[src/rtl/fetch_seq.sv]
// fetch_seq: instruction fetch sequencer with call stack and optional hardware loop stack (enabled by FETCH_SEQ_LOOP_EN)
module fetch_seq #(
  parameter int MINSTW = 9,
  parameter int SDEPTH = 8,
  parameter int LDEPTH = 2,
  parameter int LCNTW = 8
) (
  input  logic                         clk,
  input  logic                         rst,
  input  logic                         stall,
  input  logic [2:0]                   cmd,
  input  logic [MINSTW-1:0]            target,
  input  logic                         cond,
  input  logic [LCNTW-1:0]             lcount,
  output logic [MINSTW-1:0]            pc,
  output logic [MINSTW-1:0]            instr_addr,
  output logic                         halted,
  output logic                         err_ovf,
  output logic                         err_unf,
  output logic [$clog2(SDEPTH+1)-1:0]  depth
);
  localparam int DW = $clog2(SDEPTH + 1);
  localparam int IW = $clog2(SDEPTH);
  localparam logic [2:0] CMD_NEXT = 3'd0, CMD_JMP = 3'd1, CMD_JZ = 3'd2, CMD_JNZ = 3'd3;
  localparam logic [2:0] CMD_CALL = 3'd4, CMD_RET = 3'd5, CMD_LOOP = 3'd6;
  typedef enum logic {S_RUN, S_HALT} state_t;
  state_t state;
  logic run, c_full, c_empty, c_push, c_pop;
  logic [DW-1:0] dm1;
  logic [MINSTW-1:0] pc_inc, c_top, nxt;
  logic [MINSTW-1:0] stk [SDEPTH];
  logic loop_back, l_ovf;
  logic [MINSTW-1:0] l_start_top, loop_pc;
  assign run = state == S_RUN && !stall;
  assign halted = state == S_HALT;
  assign pc_inc = pc + MINSTW'(1);
  assign c_full = depth == DW'(SDEPTH);
  assign c_empty = depth == '0;
  assign dm1 = depth - DW'(1);
  assign c_top = stk[dm1[IW-1:0]];
  assign c_push = run && cmd == CMD_CALL && !c_full;
  assign c_pop = run && cmd == CMD_RET && !c_empty;
`ifdef FETCH_SEQ_LOOP_EN
  localparam int LW = $clog2(LDEPTH + 1);
  localparam int LIW = LDEPTH > 1 ? $clog2(LDEPTH) : 1;
  logic [LW-1:0] lsp, lm1;
  logic [MINSTW-1:0] l_start [LDEPTH];
  logic [MINSTW-1:0] l_end [LDEPTH];
  logic [LCNTW-1:0] l_cnt [LDEPTH];
  logic l_full, l_push, l_pop, loop_end;
  assign lm1 = lsp - LW'(1);
  assign l_full = lsp == LW'(LDEPTH);
  assign loop_end = cmd == CMD_NEXT && lsp != '0 && pc == l_end[lm1[LIW-1:0]];
  assign loop_back = loop_end && l_cnt[lm1[LIW-1:0]] > LCNTW'(1);
  assign l_start_top = l_start[lm1[LIW-1:0]];
  assign loop_pc = lcount == '0 ? target + MINSTW'(1) : pc_inc;
  assign l_ovf = cmd == CMD_LOOP && lcount != '0 && l_full;
  assign l_push = run && cmd == CMD_LOOP && lcount != '0 && !l_full;
  assign l_pop = run && loop_end && !loop_back;
  // loop stack pointer, cleared asynchronously so no loop survives reset
  always_ff @(posedge clk or posedge rst)
    if (rst) lsp <= '0;
    else lsp <= l_push ? lsp + LW'(1) : l_pop ? lsp - LW'(1) : lsp;
  // loop frame storage: push new frame or decrement the active count
  always_ff @(posedge clk) begin
    if (l_push) begin
      l_start[lsp[LIW-1:0]] <= pc_inc;
      l_end[lsp[LIW-1:0]] <= target;
      l_cnt[lsp[LIW-1:0]] <= lcount;
    end
    if (run && loop_back) l_cnt[lm1[LIW-1:0]] <= l_cnt[lm1[LIW-1:0]] - LCNTW'(1);
  end
`else
  localparam int unused_ldepth = LDEPTH;
  logic unused_lcount;
  assign unused_lcount = ^lcount;
  assign loop_back = 1'b0;
  assign l_start_top = pc;
  assign loop_pc = pc_inc;
  assign l_ovf = 1'b0;
`endif
  // next-pc selection; held at pc while halted or stalled
  always_comb begin
    nxt = pc_inc;
    case (cmd)
      CMD_NEXT: nxt = loop_back ? l_start_top : pc_inc;
      CMD_JMP:  nxt = target;
      CMD_JZ:   nxt = cond ? pc_inc : target;
      CMD_JNZ:  nxt = cond ? target : pc_inc;
      CMD_CALL: nxt = c_full ? pc_inc : target;
      CMD_RET:  nxt = c_empty ? pc_inc : c_top;
      CMD_LOOP: nxt = loop_pc;
      default:  nxt = pc;
    endcase
    instr_addr = run ? nxt : pc;
  end
  // run/halt state, pc, call depth and sticky error flags
  always_ff @(posedge clk or posedge rst)
    if (rst) begin
      state <= S_RUN;
      pc <= '0;
      depth <= '0;
      err_ovf <= 1'b0;
      err_unf <= 1'b0;
    end else if (run) begin
      pc <= instr_addr;
      if (cmd == 3'd7) state <= S_HALT;
      depth <= c_push ? depth + DW'(1) : c_pop ? dm1 : depth;
      if ((cmd == CMD_CALL && c_full) || l_ovf) err_ovf <= 1'b1;
      if (cmd == CMD_RET && c_empty) err_unf <= 1'b1;
    end
  // call-stack storage holds return addresses
  always_ff @(posedge clk)
    if (c_push) stk[depth[IW-1:0]] <= pc_inc;
endmodule
[config.mk]
export PLATFORM = sky130hd
export DESIGN_NAME = fetch_seq
export DESIGN_NICKNAME = d
export VERILOG_FILES = /design/src/rtl/fetch_seq.sv
export SDC_FILE = /design/constraint.sdc
export NUM_CORES = 1
export LEC_CHECK = 0
export CAP_MARGIN = 10
export CORE_UTILIZATION = 30
export CTS_CLUSTER_SIZE = 28
export DETAILED_ROUTE_END_ITERATION = 6
export PLACE_DENSITY = 0.46
export SYNTH_ARGS = -nofsm -noshare
export SYNTH_HDL_FRONTEND = slang
export SYNTH_SLANG_ARGS = --single-unit
[constraint.sdc]
create_clock -name clk -period 7 [get_ports clk]
set_clock_uncertainty 0.15 [all_clocks]
set_input_delay 1.05 -clock clk [delete_from_list [all_inputs] [get_ports clk]]
set_output_delay 1.05 -clock clk [all_outputs]
set_load 0.02 [all_outputs]
==> results.ini, run 1 <==
[die]
die_x_um = 119
dieHeight_um = 119
core_sq_um = 13200
rows = 42
start_util_pct = 30.8
dieArea_sq_um = 14100
boundaryPins = 49

[pwr]
p_leak_nw = 1.61
vdd_drop_max_uv = 140
total_power_mw = 2.07
p_per_area_nw_per_um2 = 418

[place]
dpl.hpwl_mm = 6.39
io_buffers = 40
place.gp.congestion = 0.721
post-place-ws_ns = 1.90

[flow_run]
maxCapViolations = 0

[cells_and_area]
final_cell_mix = edfxtp_1, clkdlybuf4s50_1, dfrtp_1
antenna_cells = 0
fillers = 1255
final_common_cell = edfxtp_1
drive_gt1_share_pct = 16.6
nets = 330
synthToLayoutAreaGrowth_pct = 21.6
final_util_pct = 37.5

[logic_synthesis]
synth_top_area_share_pct = 53.0
synthTopCellsByArea = edfxtp_1, dfrtp_1, mux4_2
yosys_warnings = 0
yosys.cell_types.count = 55
ys_seq_elements = 88
synth_edf_count = 72
synth_cells = 258
async_flop_share_pct = 18.2
syn-num-nets = 286
ys_seq_area_share_pct = 62.8
yosysTopAreaCell = edfxtp_1
synthFlopType = edfxtp_1
syn_avg_cell_area_sq_um = 15.8
synth_area_sq_um = 4080

[sta]
fin_crit_sh_pct = 72.9
max_freq_mhz = 196
layout_setup_ws_ns = 1.90
final-max-slew-violation-count = 0
grt_setup_unrepaired = false
setup_tns_ns = 0
timing.final.crit_period_ns = 5.10
tightest_slew_ns = 1.10
maxSlewHeadroom_pct = 25.9
setup_violations = 0
hold_viol_final = 0

[global_route]
busiest_layer = met2
grt_max_degree = 30
use_met2_pct = 23.3
grt.overflow.total = 0
antenna_found_initial = 0
met1_usage_pct = 18.0
grt_pass1_wl_mm = 14.6
grt_usage_pct = 14.1
grt_pass1_vias = 2504
use_met3_pct = 2.99

[clocking]
cts_tree = yes
cts_sinks = 88
cts_resized = 0
clk_path_buf_depth = 2
cts-root-buf = clkbuf_16
cts_setup_buffers = 0
clkTransAtPathRegs_ns = 0.06
cts_buffers = 9
clk_latency_ns = 0.33
h-tree-depth = 3
holdBufCountCts = 0

[route]
antenna_left = 0
dr.pass1.iters = 4
drc_errors = 0
drt_wl_total_mm = 9.20
vias_per_cell = 5.10
num_vias = 2464
drt_iter0_markers = 175
wl_per_cell_um = 19.0

[critical_path]
start_kind = primary input
reg2reg_slack_ns = 3.73
critPathRequiredTime_ns = 5.80
crit_fanout = 8
cp-end-kind = output port
critPathArrivalTime_ns = 3.90
path_class = in -> out

[status]
status = completed

[worst_hold_path]
hp-class = reg -> reg

==> synth_stat cells, types with 2 or more instances <==
cell / instances
and2_1: 2
or2_2: 5
ha_1: 4
nor4_1: 2
a21oi_1: 9
mux4_2: 11
buf_2: 2
dfrtp_1: 16
o2111ai_1: 2
buf_4: 2
mux4_1: 7
o21bai_1: 2
clkbuf_2: 2
buf_6: 4
edfxtp_1: 72
o21a_1: 3
nor3_1: 8
nor3b_4: 2
inv_1: 8
nand2b_1: 2
o21ai_0: 2
nor2_1: 13
a31oi_1: 12
clkbuf_1: 3
nand2_1: 5
xnor2_1: 5
o211ai_1: 4
a22oi_1: 8
a32oi_1: 4
nand3_1: 11
nand4_1: 2
==> final timing paths <==
path	from	to	depth (start not counted)
max	cmd[0]	instr_addr[7]	6
min	err_ovf$_DFFE_PP0P_	err_ovf$_DFFE_PP0P_	2
max reg2reg	depth[0]$_DFFE_PP0P_	stk[6][0]$_DFFE_PP_	7
min reg2reg	err_ovf$_DFFE_PP0P_	err_ovf$_DFFE_PP0P_	2
max in group asynchronous	rst	pc[2]$_DFFE_PP0P_	2
min in group asynchronous	rst	pc[6]$_DFFE_PP0P_	2
==> worst max-delay path: stages <==
cell and delay [ns]:
clkdlybuf4s50_1 0.78, nand3b_4 0.20, nor3_2 0.61, a22oi_1 0.29, a32oi_1 0.28, clkdlybuf4s50_1 0.68
==> per-stage QoR <==
stage | cells | cell area (sq um) | hold slack [ns]
3_5_place_dp | 467 | 4660 | 0.301
4_1_cts | 483 | 4960 | 0.319
3_3_place_gp | 467 | 4660 | 0.301
2_1_floorplan | 258 | 4080 | 0.421
5_1_grt | 483 | 4960 | 0.352
6_report | 483 | 4960 | 0.312
==> flip-flops by register name (all words and copies together) (netlist names) <==
signal   cells
stk         72
halted       1
pc           9
err_ovf      1
err_unf      1
depth        4
==> layer usage <==
| metal | vias to the layer above | routed length, um |
|---|---|---|
| met5 | - | 0 |
| li1 | 1143 | - |
| met3 | 11 | 476 |
| met4 | 0 | 153 |
| met1 | 1234 | 4080 |
| met2 | 76 | 4480 |
==> power breakdown <==
part | total, mW | leakage, nW | switching [mW] | internal (mW)
clock | 0.483 | 0.144 | 0.202 | 0.281
combinational | 0.820 | 0.642 | 0.459 | 0.361
sequential | 0.770 | 0.825 | 0.0690 | 0.701
total | 2.07 | 1.61 | 0.730 | 1.34
==> logic make-up (layout without fill, tap and decap cells) <==
logic type / Yosys count / in the layout / share of synthesized area (%)
AO/OA/AOI/OAI: 55 / 55 / 9.96
XOR/XNOR: 7 / 7 / 1.96
adder cells (fa/ha/maj): 4 / 4 / 1.23
buffers and inverters: 21 / 70 / 2.97
flip-flops: 88 / 88 / 62.8
multiplexers: 19 / 19 / 10.8
AND/OR/NAND/NOR: 64 / 64 / 10.3
==> final cells by class <==
cell class / instances / area [sq um] / area share [%]
inverter: 8 / 30.0 / 0.605
tap: 176 / 220 / 4.44
sequential: 88 / 2560 / 51.6
timing repair buffer: 46 / 445 / 8.97
multi-input combinational: 149 / 1410 / 28.3
clock buffer: 10 / 229 / 4.61
clock inverter: 6 / 72.6 / 1.46
(Power assumes the default switching activity.)
==> inputs of run 2 (changes only) <==
==> constraint.sdc (replaced) <==
create_clock -name clk -period 5.23 [get_ports clk]
set_clock_uncertainty 0.15 [all_clocks]
set_input_delay 0.7845 -clock clk [delete_from_list [all_inputs] [get_ports clk]]
set_output_delay 0.7845 -clock clk [all_outputs]
set_load 0.02 [all_outputs]
==> run 2 against run 1 <==
  * Via count about the same
  * Routed wire length grew 4.6%
  * Critical path depth is the same
  * Core utilization is essentially flat
  * Clock-buffer cell count up 1
  * Critical endpoint unchanged
==> results.ini, run 2 (synthesis results as in run 1) <==
[route]
wl_per_cell_um = 19.8  ; +3.8%
drt_wl_total_mm = 9.62  ; +4.6%
drc_errors = 0  ; unchanged
drt_iter0_markers = 157  ; -10%
vias_per_cell = 5.06  ; -0.74%
antenna_left = 0  ; unchanged
dr.pass1.iters = 4  ; unchanged
num_vias = 2466  ; +0.081%

[sta]
maxSlewHeadroom_pct = 33.5  ; +7.5 points
tightest_slew_ns = 0.994  ; -0.108 ns
setup_tns_ns = 0  ; unchanged
hold_viol_final = 0  ; unchanged
timing.final.crit_period_ns = 4.43
grt_setup_unrepaired = false
layout_setup_ws_ns = 0.799  ; -1.10 ns
setup_violations = 0  ; unchanged
max_freq_mhz = 226
final-max-slew-violation-count = 0  ; unchanged
fin_crit_sh_pct = 84.7
hold-worst-slack_ns = 0.324  ; +0.0119 ns

[critical_path]
critPathArrivalTime_ns = 3.50  ; -0.40 ns
crit_path_top_delay_cell = clkdlybuf4s50_1
crit_fanout = 9  ; +1
start_kind = primary input
worst_path_most_repeated_cell = clkdlybuf4s50_1
path_class = in -> out
slowest_delay_ns = 0.77  ; about the same
cp-end-kind = output port
r2r_cells = 7  ; unchanged
crit_path_cell_trace = clkdlybuf4s50_1 > nor3b_4 > a221o_1 > a21oi_1 > a32oi_1 > clkdlybuf4s50_1
critPathRequiredTime_ns = 4.30  ; -1.50 ns

[cells_and_area]
synthToLayoutAreaGrowth_pct = 21.5  ; about the same
final_cell_mix = edfxtp_1, clkdlybuf4s50_1, dfrtp_1
final_common_cell = edfxtp_1
antenna_cells = 0  ; unchanged
nets = 334  ; +1.2%
final_util_pct = 37.5  ; about the same
drive_gt1_share_pct = 17.4  ; +0.75 points
largest_register_ffs = 72  ; unchanged

[die]
boundaryPins = 49  ; unchanged
die_x_um = 119  ; unchanged
dieArea_sq_um = 14100  ; unchanged
start_util_pct = 30.8  ; unchanged
dieHeight_um = 119  ; unchanged
rows = 42  ; unchanged
core_sq_um = 13200  ; unchanged

[clocking]
cts_sinks = 88  ; unchanged
cts-root-buf = clkbuf_16
cts_buffers = 9  ; unchanged
clkTransAtPathRegs_ns = 0.07  ; about the same
clk_path_buf_depth = 2  ; unchanged
clk_latency_ns = 0.34  ; about the same
cts_setup_buffers = 0  ; unchanged
cts_resized = 0  ; unchanged
cts_tree = yes
h-tree-depth = 3  ; unchanged
holdBufCountCts = 0  ; unchanged

[flow_run]
maxCapViolations = 0  ; unchanged

[status]
status = completed

[global_route]
grt_pass1_wl_mm = 15.0  ; +3.0%
antenna_found_initial = 0  ; unchanged
grt.overflow.total = 0  ; unchanged
grt_max_degree = 29  ; -3.3%
grt_pass1_vias = 2514  ; +0.40%
grt_usage_pct = 14.6  ; +0.55 points

[pwr]
vdd_drop_max_uv = 177  ; +26%
total_power_mw = 2.74  ; +32%
p_leak_nw = 1.62  ; +0.41%
p_per_area_nw_per_um2 = 552  ; +32%

[worst_hold_path]
hold_depth = 2  ; unchanged
hp-class = reg -> reg

[place]
post-place-ws_ns = 0.763  ; -1.14 ns
place.gp.congestion = 0.717  ; -0.58%
dpl.hpwl_mm = 6.83  ; +6.8%
io_buffers = 40  ; unchanged

run 2: power by group:
part	internal [mW]	switching, mW
Combinational	0.490	0.631
Sequential	0.939	0.0958
Clock	0.322	0.262
run 2: critical path, delay by kind of cell:
kind	cells	cell delay, ns
simple gates	1	0.43
buf+inv	2	1.44
compound gates	3	0.82
run 2: through the flow:
step	instance area [sq um]	cells
floorplan	4080	258
global placement	4690	471
detailed placement	4690	471
CTS	4960	487
global route	4960	487
finish	4960	487
run 2: worst paths after layout:
kind                                       from  slack, ns                   to
min                         err_ovf$_DFFE_PP0P_       0.32  err_ovf$_DFFE_PP0P_
max reg2reg                depth[1]$_DFFE_PP0P_       2.20  stk[1][0]$_DFFE_PP_
min in group asynchronous                   rst       0.73    pc[6]$_DFFE_PP0P_
min reg2reg                 err_ovf$_DFFE_PP0P_       0.32  err_ovf$_DFFE_PP0P_
max                                      cmd[2]       0.80        instr_addr[7]
max in group asynchronous                   rst       3.73    pc[1]$_DFFE_PP0P_
run 2: area by class of cell:
type	count	area (sq um)
fill	1253	8280
sequential	88	2560
multi-input combinational	149	1410
timing repair buffer	50	475
clock buffer	11	233
tap	176	220
clock inverter	5	35.0
inverter	8	30.0
run 2: metal layers:
| metal | vias up | global-route usage [%] | routed length [um] |
|---|---|---|---|
| met5 | - | 0 | 0 |
| met4 | 0 | 5.06 | 140 |
| met3 | 10 | 3.38 | 289 |
| met2 | 46 | 23.7 | 4650 |
| met1 | 1263 | 19.3 | 4540 |
| li1 | 1147 | - | - |
